### config.mk
export PLATFORM = sky130hd
export DESIGN_NAME = serv_gpio
export DESIGN_NICKNAME = d
export VERILOG_FILES = /design/src/rtl/serv_gpio_pkg.sv /design/src/rtl/serv_gpio_sync.sv /design/src/rtl/serv_gpio.sv
export SDC_FILE = /design/constraint.sdc
export NUM_CORES = 1
export LEC_CHECK = 0
export BUFFER_PORTS_ARGS = -buffer_cell sky130_fd_sc_hd__buf_2
export CORE_UTILIZATION = 40
export CTS_CLUSTER_SIZE = 14
export DETAILED_ROUTE_END_ITERATION = 10
export PLACE_DENSITY = 0.88
export SLEW_MARGIN = 20
export SYNTH_ARGS = -nofsm -noshare
export SYNTH_HDL_FRONTEND = slang
export SYNTH_SLANG_ARGS = --single-unit
### constraint.sdc
create_clock -name clk -period 3.5 [get_ports clk]
set_clock_uncertainty 0.2 [all_clocks]
set_input_delay 0 -clock clk [delete_from_list [all_inputs] [get_ports clk]]
set_output_delay 0 -clock clk [all_outputs]
set_load 0.1 [all_outputs]
### src/rtl/serv_gpio_pkg.sv
// Shared definitions for the serv_gpio peripheral: register offsets and the
// byte-enable to bit-mask helper.
package serv_gpio_pkg;

   // Byte offsets within the peripheral window; only address bits [5:2] are decoded.
   localparam logic [5:0] GPIO_OUT        = 6'h00;
   localparam logic [5:0] GPIO_DIR        = 6'h04;
   localparam logic [5:0] GPIO_IN         = 6'h08;
   localparam logic [5:0] GPIO_SET        = 6'h0C;
   localparam logic [5:0] GPIO_CLR        = 6'h10;
   localparam logic [5:0] GPIO_TGL        = 6'h14;
   localparam logic [5:0] GPIO_IRQ_ENABLE = 6'h18;
   localparam logic [5:0] GPIO_IRQ_STAT   = 6'h1C;
   localparam logic [5:0] GPIO_IRQ_EDGE   = 6'h20;

   function automatic logic [31:0] byte_mask(input logic [3:0] sel);
      logic [31:0] m;
      m = '0;
      for (int i = 0; i < 4; i++) begin
         m[i*8 +: 8] = {8{sel[i]}};
      end
      return m;
   endfunction

endpackage

### src/rtl/serv_gpio_sync.sv
// Multi-stage pad input synchroniser with optional rise/fall pulse outputs
// (pulses are high for one cycle after the synchronised value changes).
module serv_gpio_sync
   import serv_gpio_pkg::*;
#(
   parameter int WIDTH       = 8,
   parameter int SYNC_STAGES = 2,
   parameter bit EDGE_EN     = 1'b0
) (
   input  logic             clk,
   input  logic             resetn,
   input  logic [WIDTH-1:0] d,
   output logic [WIDTH-1:0] q,
   output logic [WIDTH-1:0] rise,
   output logic [WIDTH-1:0] fall
);

   logic [SYNC_STAGES-1:0][WIDTH-1:0] sync_q;
   logic [SYNC_STAGES-1:0][WIDTH-1:0] sync_d;

   always_comb begin
      sync_d    = sync_q;
      sync_d[0] = d;
      for (int i = 1; i < SYNC_STAGES; i++) begin
         sync_d[i] = sync_q[i-1];
      end
   end

   always_ff @(posedge clk or negedge resetn) begin
      if (!resetn) begin
         sync_q <= '0;
      end else begin
         sync_q <= sync_d;
      end
   end

   assign q = sync_q[SYNC_STAGES-1];

   generate
      if (EDGE_EN) begin : g_edge
         // Compare the synchronised value with its one-cycle-delayed copy.
         logic [WIDTH-1:0] prev_q;
         logic [WIDTH-1:0] prev_d;

         always_comb prev_d = q;

         always_ff @(posedge clk or negedge resetn) begin
            if (!resetn) begin
               prev_q <= '0;
            end else begin
               prev_q <= prev_d;
            end
         end

         assign rise = q & ~prev_q;
         assign fall = ~q & prev_q;
      end else begin : g_no_edge
         assign rise = '0;
         assign fall = '0;
      end
   endgenerate

endmodule

### src/rtl/serv_gpio.sv
// GPIO peripheral on the SERV dbus: OUT/DIR/IN registers, atomic SET/CLR/TGL,
// byte-lane writes. Defining GPIO_IRQ_EN adds edge-triggered interrupt registers.
module serv_gpio
   import serv_gpio_pkg::*;
#(
   parameter int          WIDTH       = 8,
   parameter int          SYNC_STAGES = 2,
   parameter bit          OUT_INVERT  = 1'b0,
   parameter logic [31:0] OUT_RESET   = 32'h0
) (
   input  logic             clk,
   input  logic             resetn,
   input  logic [31:0]      i_adr,
   input  logic [31:0]      i_dat,
   input  logic [3:0]       i_sel,
   input  logic             i_we,
   input  logic             i_cyc,
   output logic [31:0]      o_rdt,
   output logic             o_ack,
   input  logic [WIDTH-1:0] gpio_i,
   output logic [WIDTH-1:0] gpio_o,
   output logic [WIDTH-1:0] gpio_oe,
   output logic             o_irq
);

`ifdef GPIO_IRQ_EN
   localparam bit EDGE_EN = 1'b1;
`else
   localparam bit EDGE_EN = 1'b0;
`endif

   // Handshake: the master raises i_cyc and holds adr/dat/sel/we until o_ack.
   // o_ack pulses for exactly one cycle, one cycle after i_cyc is seen without
   // a pending ack; all register effects and the read data happen on that edge.
   logic             ack_q, ack_d;
   logic [31:0]      rdt_q, rdt_d;
   logic [WIDTH-1:0] out_q, out_d;
   logic [WIDTH-1:0] dir_q, dir_d;

   logic             access;
   logic             wr;
   logic             rd;
   logic [5:0]       offset;
   logic [31:0]      bmask;
   logic [31:0]      wmask;
   logic [WIDTH-1:0] lane_w;
   logic [WIDTH-1:0] m_w;

   logic [WIDTH-1:0] in_sync;
   logic [WIDTH-1:0] in_rise;
   logic [WIDTH-1:0] in_fall;

   function automatic logic [31:0] zext(input logic [WIDTH-1:0] v);
      logic [31:0] r;
      r            = '0;
      r[WIDTH-1:0] = v;
      return r;
   endfunction

   serv_gpio_sync #(
      .WIDTH       (WIDTH),
      .SYNC_STAGES (SYNC_STAGES),
      .EDGE_EN     (EDGE_EN)
   ) u_sync (
      .clk    (clk),
      .resetn (resetn),
      .d      (gpio_i),
      .q      (in_sync),
      .rise   (in_rise),
      .fall   (in_fall)
   );

`ifdef GPIO_IRQ_EN
   logic [WIDTH-1:0] irq_en_q,   irq_en_d;
   logic [WIDTH-1:0] irq_stat_q, irq_stat_d;
   logic [WIDTH-1:0] irq_edge_q, irq_edge_d;
   logic             irq_q,      irq_d;
   logic [WIDTH-1:0] irq_hit;
   logic [WIDTH-1:0] irq_w1c;
`endif

   always_comb begin
      ack_d  = i_cyc && !ack_q;
      access = ack_d;
      wr     = access && i_we;
      rd     = access && !i_we;
      offset = {i_adr[5:2], 2'b00};
      bmask  = byte_mask(i_sel);
      wmask  = i_dat & bmask;
      lane_w = bmask[WIDTH-1:0];
      m_w    = wmask[WIDTH-1:0];
      out_d  = out_q;
      dir_d  = dir_q;
      rdt_d  = '0;

      if (wr) begin
         case (offset)
            GPIO_OUT: out_d = (out_q & ~lane_w) | m_w;
            GPIO_DIR: dir_d = (dir_q & ~lane_w) | m_w;
            GPIO_SET: out_d = out_q | m_w;
            GPIO_CLR: out_d = out_q & ~m_w;
            GPIO_TGL: out_d = out_q ^ m_w;
            default:  ;
         endcase
      end

      if (rd) begin
         case (offset)
            GPIO_OUT:        rdt_d = zext(out_q);
            GPIO_DIR:        rdt_d = zext(dir_q);
            GPIO_IN:         rdt_d = zext(in_sync);
`ifdef GPIO_IRQ_EN
            GPIO_IRQ_ENABLE: rdt_d = zext(irq_en_q);
            GPIO_IRQ_STAT:   rdt_d = zext(irq_stat_q);
            GPIO_IRQ_EDGE:   rdt_d = zext(irq_edge_q);
`endif
            default:         rdt_d = '0;
         endcase
      end
   end

   always_ff @(posedge clk or negedge resetn) begin
      if (!resetn) begin
         ack_q <= 1'b0;
         rdt_q <= '0;
         out_q <= OUT_RESET[WIDTH-1:0];
         dir_q <= '0;
      end else begin
         ack_q <= ack_d;
         rdt_q <= rdt_d;
         out_q <= out_d;
         dir_q <= dir_d;
      end
   end

`ifdef GPIO_IRQ_EN
   // A new edge wins over a same-cycle W1C, so no event is ever lost.
   always_comb begin
      irq_en_d   = irq_en_q;
      irq_edge_d = irq_edge_q;
      irq_w1c    = '0;
      irq_hit    = irq_en_q & ((in_rise & ~irq_edge_q) | (in_fall & irq_edge_q));

      if (wr) begin
         case (offset)
            GPIO_IRQ_ENABLE: irq_en_d   = (irq_en_q & ~lane_w) | m_w;
            GPIO_IRQ_STAT:   irq_w1c    = m_w;
            GPIO_IRQ_EDGE:   irq_edge_d = (irq_edge_q & ~lane_w) | m_w;
            default:         ;
         endcase
      end

      irq_stat_d = (irq_stat_q & ~irq_w1c) | irq_hit;
      irq_d      = |(irq_stat_d & irq_en_d);
   end

   always_ff @(posedge clk or negedge resetn) begin
      if (!resetn) begin
         irq_en_q   <= '0;
         irq_stat_q <= '0;
         irq_edge_q <= '0;
         irq_q      <= 1'b0;
      end else begin
         irq_en_q   <= irq_en_d;
         irq_stat_q <= irq_stat_d;
         irq_edge_q <= irq_edge_d;
         irq_q      <= irq_d;
      end
   end

   assign o_irq = irq_q;
`else
   assign o_irq = 1'b0;
`endif

   // Undecoded address bits and lanes above WIDTH are intentionally dropped.
   logic unused_bits;
   assign unused_bits = ^{i_adr[31:6], i_adr[1:0], bmask, wmask, in_rise, in_fall};

   assign gpio_o  = out_q ^ {WIDTH{OUT_INVERT}};
   assign gpio_oe = dir_q;
   assign o_ack   = ack_q;
   assign o_rdt   = rdt_q;

endmodule

==> results of run 1 <==
## area by class of cell
class	count	area (sq um)
sequential	41	1026
inverter	2	7.507
timing repair buffer	68	432.9
fill	469	2295
tap	67	83.83
multi-input combinational	124	868.3
clock buffer	5	68.82
clock inverter	2	35.03
## placed cells by master (no fill, tap or decap), types with 2 or more instances in the layout
master / n
sky130_fd_sc_hd__dlygate4sd3_1: 18
sky130_fd_sc_hd__or2b_1: 4
sky130_fd_sc_hd__nor2_1: 3
sky130_fd_sc_hd__a211oi_1: 6
sky130_fd_sc_hd__conb_1: 25
sky130_fd_sc_hd__nand2_1: 19
sky130_fd_sc_hd__dfrtp_1: 41
sky130_fd_sc_hd__a21oi_1: 8
sky130_fd_sc_hd__inv_1: 2
sky130_fd_sc_hd__ha_1: 8
sky130_fd_sc_hd__or2_1: 8
sky130_fd_sc_hd__buf_2: 49
sky130_fd_sc_hd__mux2_4: 8
sky130_fd_sc_hd__nand2b_1: 8
sky130_fd_sc_hd__clkbuf_8: 5
sky130_fd_sc_hd__a221o_1: 8
sky130_fd_sc_hd__nor4b_1: 3
sky130_fd_sc_hd__mux2i_1: 8
## Yosys cell counts (all sizes together)
| cell type | n | area [sq um] |
|---|---|---|
| dfrtp | 41 | 1026 |
| buf | 31 | 231.5 |
| nand2 | 19 | 71.32 |
| a21oi | 8 | 40.04 |
| a221o | 8 | 80.08 |
| ha | 8 | 100.1 |
| mux2 | 8 | 120.1 |
| mux2i | 8 | 80.08 |
| nand2b | 8 | 50.05 |
| or2 | 8 | 50.05 |
| a211oi | 6 | 45.04 |
| or2b | 4 | 30.03 |
| clkbuf | 3 | 11.26 |
| nor2 | 3 | 11.26 |
| nor4b | 3 | 26.28 |
| inv | 2 | 7.510 |
| a211o | 1 | 8.760 |
| and2b | 1 | 7.510 |
| conb | 1 | 3.750 |
| nand3 | 1 | 5.000 |
| nand4bb | 1 | 11.26 |
| nor2b | 1 | 6.260 |
| nor4 | 1 | 12.51 |
| or4b | 1 | 10.01 |
| xor2 | 1 | 8.760 |
## critical path, stage by stage, from the launching register on
cell                        delay (ns)
sky130_fd_sc_hd__dfrtp_1          0.39
sky130_fd_sc_hd__nand4bb_1        0.18
sky130_fd_sc_hd__buf_4            0.20
sky130_fd_sc_hd__or4b_1           0.83
sky130_fd_sc_hd__mux2_4           0.41
## how the worst max path moves through the flow
stage	start	end	slack, ns
after floorplan	o_ack	flop	1.15
after global placement	i_adr[2]	flop	1.21
after detailed placement	i_adr[2]	flop	1.19
after CTS	o_ack	flop	1.17
after global routing	o_ack	flop	1.13
final	o_ack	flop	1.17
## power by group through the flow
stage               combinational [mW]  sequential [mW]  clock [mW]
finish                           0.621            0.564       0.364
detailed placement               0.608            0.573           0
global route                     0.653            0.573       0.401
global placement                 0.597            0.570           0
floorplan                        0.256            0.848           0
CTS                              0.624            0.564       0.375
## per-stage QoR
stage	setup WS (ns)	cells	hold WS (ns)
after floorplan	1.150	201	-0.4956
after global placement	1.208	284	-0.09036
after detailed placement	1.190	284	-0.09057
after CTS	1.175	309	0.02599
after global routing	1.131	309	0.05565
final	1.173	309	0.02126
## layer usage
| metal | up-vias | global-route usage (%) | wire [um] |
|---|---|---|---|
| met5 | - | 0 | 0 |
| met4 | 0 | 6.624 | 57 |
| met3 | 5 | 6.036 | 214 |
| met2 | 50 | 27.73 | 2062 |
| met1 | 668 | 20.84 | 1865 |
| li1 | 688 | - | - |
## logic make-up (layout without fill, tap and decap cells)
group | Yosys count | count (layout) | synth area share [%]
buffers and inverters | 36 | 77 | 12.18
xor gates and xnor gates | 1 | 1 | 0.4264
and+or+nand+nor | 51 | 51 | 14.19
other | 1 | 25 | 0.1825
adders and majority gates | 8 | 8 | 4.872
DFF | 41 | 41 | 49.94
AOI/OAI and AO/OA | 23 | 23 | 8.465
muxes | 16 | 16 | 9.745
==> run_results.csv, run 1 <==
group,metric,value,unit
place,postPlaceCellArea,2238,sq um
power,vdd_ir_drop_max,0.2435,mV
critical_path,reg2reg_depth,4,
routing,wire_per_inst,13.59,um
critical_path,setup.reg_to_reg.worst_slack,1.17,ns
routing,route.detailed.drc,0,
routing,postRouteAntennaNets,0,
power,cellPowerDensity,614.1,nW/um^2
global_routing,grt_first_pass_wirelength,6.548,mm
power,power.switching,0.6936,mW
routing,detail_route.first_pass.iterations,4,
clock_network,cts_num_sinks,41,
routing,dr.first_iter.drc_count,76,
floorplan,ioPinCount,130,
power,leakage_dissipation,1.279,nW
sta,maximum_clock_frequency,429.7,MHz
sta,tightestPinTransition,0.9873,ns
sta,maxSlewHeadroom,33.63,%
clock_network,cts_hold_buffers,18,
synth,synthCells,177,
place,io_buffer_count,49,
min_path,holdPathStages,4,
critical_path,path_max_fanout,11,
clock_network,cts_htree_levels,2,
critical_path,crit_type,"flop to flop",
synth,post_syn_area,2054,sq um
job,drv_cap,0,
critical_path,worstSetupStartpointType,"flop",
sta,min_period,2.327,ns
routing,routed_wl,4.199,mm
synth,yosysUniqueCellTypes,28,
floorplan,fp.dieW,73.67,um
synth,post_synthesis_sequential_area_ratio,49.94,%
routing,per_cell_via_count_in_the_routed_design,4.566,
clock_network,tritoncts,"built",
routing,vias,1411,
clock_network,cts_repair_resized_insts,0,
sta,slew_viol_final,0,
critical_path,crit_path_required_time,3.48,ns
power,internal_power,0.8555,mW
critical_path,critPathArrivalTime,2.30,ns
place,hpwlAfterDp,2.709,mm
critical_path,critPathCaptureType,"flop",
global_routing,global_route.usage.total,17.11,%
floorplan,initial_core_utilization,42.65,%
min_path,hold_class,"input pin to flop",
synth,avgSynthCellArea,11.61,sq um
power,post-layout-total-power,1.549,mW
synth,synth_seq_cells,41,
power,swShare,44.77,%
floorplan,coreArea,4817,sq um
sta,fin_setup_tns,0,ns
place,place.gp.congestion,0.7214,
clock_network,clk-insertion-delay-late,0.29,ns
global_routing,grt_start_max_net_pins,42,
clock_network,cts.reportedPaths.clkPinSlew,0.08,ns
sta,hold_violations,0,
global_routing,grt_overflow_total,0,
clock_network,clk_root_buffer_cell,"sky130_fd_sc_hd__clkbuf_8",
min_path,holdPathEnd,"o_rdt[1]",
min_path,hold_start,"i_adr[5]",
power,comb_power_share,40.1,%
sta,rsz0062_at_grt,"false",
final_layout,final_layout_size_suffix_gt1_share,27.27,%
clock_network,post_cts_buffers,0,
power,p_clk_share,23.5,%
floorplan,floorplan.die.height,73.67,um
final_layout,finalInstanceArea,2522,sq um
sta,min_period_over_period,66.49,%
floorplan,fp-row-count,25,
global_routing,first_global_vias,1321,
clock_network,clk_path_buf_depth,2,
clock_network,number_of_buffers_created_by_cts,5,
final_layout,insertedDiodeCount,0,
global_routing,antenna_found_initial,0,
outcome,outcome,"complete, no violations",
final_layout,nNetsFinal,330,
sta,finalSetupViolCount,0,
critical_path,reg_to_reg_start,"o_ack",
power,power_frac_seq,36.4,%
synth,ys_warn_count,0,
final_layout,layout.core_utilization,52.36,%
final_layout,layout-area-overhead-vs-synth,22.78,%
floorplan,area_of_the_die,5427,sq um
No activity file was read; power rests on OpenSTA's default activity.
==> run 2: changes to the inputs <==
Settings changed: CORE_UTILIZATION 40 to 38.
Clock period 3.5 ns to 2 ns, I/O delays scaled along.
==> run 2 against run 1 <==
Sequential share of layout area shrank 2.2 points. Combinational power grew 79%. Design area up 6.5%. Cell count rose by 5.2%. Sequential power is 76% higher. Highest routed layer unchanged. Non-clock buffer count is 12 higher. Flip-flop and latch count unchanged. Global-route usage shrank 1.3 points. Wire length is 2.6% lower.
==> run_results.csv, run 2 (same netlist as run 1, synthesis figures left out) <==
group,metric,value,unit
outcome,outcome,"complete, no violations",
sta,min_period,1.978,ns
power,cellPowerDensity,1037,nW/um^2
power,p_clk_share,24.4,%
sta,tightestPinTransition,0.6999,ns
critical_path,worstSetupStartpoint,"o_ack",
routing,dr.first_iter.drc_count,141,
critical_path,critPathCaptureType,"flop",
final_layout,multi_input_area,902.1,sq um
power,vdd_ir_drop_max,0.4677,mV
final_layout,layout-area-overhead-vs-synth,30.76,%
routing,detail_route.first_pass.iterations,4,
final_layout,insertedDiodeCount,0,
critical_path,worstSetupStartpointType,"flop",
clock_network,post_cts_buffers,0,
routing,postRouteAntennaNets,0,
place,io_buffer_count,49,
sta,maxSlewHeadroom,53.34,%
final_layout,n_fill_cell,442,
job,drv_cap,0,
power,swShare,43.91,%
place,dp.cells,294,
final_layout,layout.cells.most_common_list,"49 x sky130_fd_sc_hd__buf_2, 36 x sky130_fd_sc_hd__dfrtp_1, 25 x sky130_fd_sc_hd__conb_1",
routing,routed_wl,4.088,mm
power,leakage_dissipation,1.344,nW
clock_network,cts_num_sinks,41,
min_path,hold_class,"input pin to async pin",
floorplan,ioPinCount,130,
sta,finalSetupViolCount,0,
clock_network,cts.reportedPaths.clkPinSlew,0.07,ns
final_layout,most_common_cell_after_layout_fill_and_taps_aside,"sky130_fd_sc_hd__buf_2",
place,hpwlAfterDp,2.951,mm
critical_path,reg_to_reg_start,"o_ack",
clock_network,cts_htree_levels,2,
floorplan,floorplan.die.height,75.53,um
critical_path,crit_path_required_time,1.98,ns
power,power_frac_seq,35.7,%
routing,wire_per_inst,12.58,um
critical_path,crit_type,"flop to flop",
critical_path,worst_path_largest_cell_delay,0.61,ns
clock_network,number_of_buffers_created_by_cts,5,
floorplan,area_of_the_die,5705,sq um
critical_path,critPathBufInv,0,
critical_path,worst_path_max_delay_cell,"sky130_fd_sc_hd__or4b_4",
clock_network,clk_root_buffer_cell,"sky130_fd_sc_hd__clkbuf_8",
routing,per_cell_via_count_in_the_routed_design,4.563,
global_routing,grt_first_pass_wirelength,6.603,mm
routing,vias,1483,
global_routing,first_global_vias,1452,
power,comb_power_share,39.9,%
clock_network,clk-insertion-delay-late,0.29,ns
clock_network,tritoncts,"built",
global_routing,grt_start_max_net_pins,33,
sta,maximum_clock_frequency,505.6,MHz
routing,route.detailed.drc,0,
critical_path,critPathArrivalTime,1.95,ns
sta,hold_violations,0,
final_layout,stdcell_count,325,
clock_network,clk_path_buf_depth,2,
power,power.switching,1.224,mW
sta,rsz0062_at_grt,"true",
floorplan,fp-row-count,26,
global_routing,global_route.usage.total,15.77,%
power,internal_power,1.563,mW
final_layout,final_layout_size_suffix_gt1_share,31.76,%
floorplan,fp.dieW,75.53,um
critical_path,setup.reg_to_reg.worst_slack,0.02,ns
final_layout,nNetsFinal,342,
sta,min_period_over_period,98.89,%
place,place.gp.congestion,0.7982,
critical_path,cp_cell_sequence,"nand4bb_4 > or4b_4 > mux2_4",
global_routing,grt_overflow_total,0,
global_routing,antenna_found_initial,0,
critical_path,path_max_fanout,8,
final_layout,ff_latch_area,1035,sq um
final_layout,layout.core_utilization,51.94,%
sta,slew_viol_final,0,
floorplan,initial_core_utilization,39.72,%
floorplan,coreArea,5172,sq um
critical_path,crit_family,"simple AND/OR/NAND/NOR gates",
-- run 2: changes by cell type in the layout (fill, tap and decap cells not counted), moves of 4 or more --
cell,change
sky130_fd_sc_hd__dfrtp_2,+4
sky130_fd_sc_hd__dfrtp_1,-5
sky130_fd_sc_hd__dlygate4sd3_1,+6
sky130_fd_sc_hd__buf_4,+6
-- run 2: worst register-to-register path, stage by stage, from the launching register on --
cell and delay, ns:
sky130_fd_sc_hd__dfrtp_4 0.48, sky130_fd_sc_hd__nand4bb_4 0.24, sky130_fd_sc_hd__or4b_4 0.61, sky130_fd_sc_hd__mux2_4 0.34
-- run 2: final cells by class --
type | count | share of cell area, %
clock inverters | 1 | 1.118
inverters | 2 | 0.2795
clock buffers | 7 | 3.214
flip-flops and latches | 41 | 38.52
well taps | 70 | 3.260
repair buffers | 80 | 20.03
multi-input cells | 124 | 33.58
-- run 2: power groups by stage --
| stage | Clock, mW | Combinational (mW) | Sequential (mW) |
|---|---|---|---|
| 2_1_floorplan | 0 | 0.449 | 1.49 |
| 3_3_place_gp | 0 | 1.06 | 1.00 |
| 3_5_place_dp | 0 | 1.08 | 1.01 |
| 4_1_cts | 0.696 | 1.11 | 0.993 |
| 5_1_grt | 0.721 | 1.18 | 1.01 |
| 6_report | 0.680 | 1.11 | 0.994 |
-- run 2: through the flow --
stage                     hold slack, ns  instance area (sq um)  power (mW)  setup WS, ns  setup TNS (ns)
after detailed placement         -0.1164                   2312       2.087       0.01016               0
after CTS                        0.01690                   2663       2.802       0.01125               0
after global routing              0.1234                   2686       2.908      -0.02821         -0.1612
final                            0.08570                   2686       2.787       0.02228               0
after global placement           -0.1114                   2312       2.066       0.03213               0
after floorplan                  -0.4956                   2166       1.939       -0.1014         -0.8112
-- run 2: final timing paths --
check                              end  cells past startpoint
hold / removal                o_rdt[3]                      2
min in group clk              o_rdt[7]                      5
setup reg to reg                  flop                      3
setup / recovery                  flop                      3
hold reg to reg            u_sync.q[4]                      0
max in group asynchronous  u_sync.q[3]                      3
-- run 2: metal layers --
metal / global-route usage, % / up-vias / share of wire, %
li1: - / 709 / -
met1: 18.77 / 723 / 46
met2: 26.69 / 45 / 48
met3: 5.026 / 6 / 5.3
met4: 5.967 / 0 / 1.5
met5: 0 / - / 0
-- run 2: what timing repair did --
| action | CTS | global route |
|---|---|---|
| pin swaps | 0 | 0 |
| hold buffers | 23 | 1 |
| resized for setup | 1 | 3 |
| hold endpoints to repair | 63 | 6 |
| setup endpoints to repair | 1 | 10 |
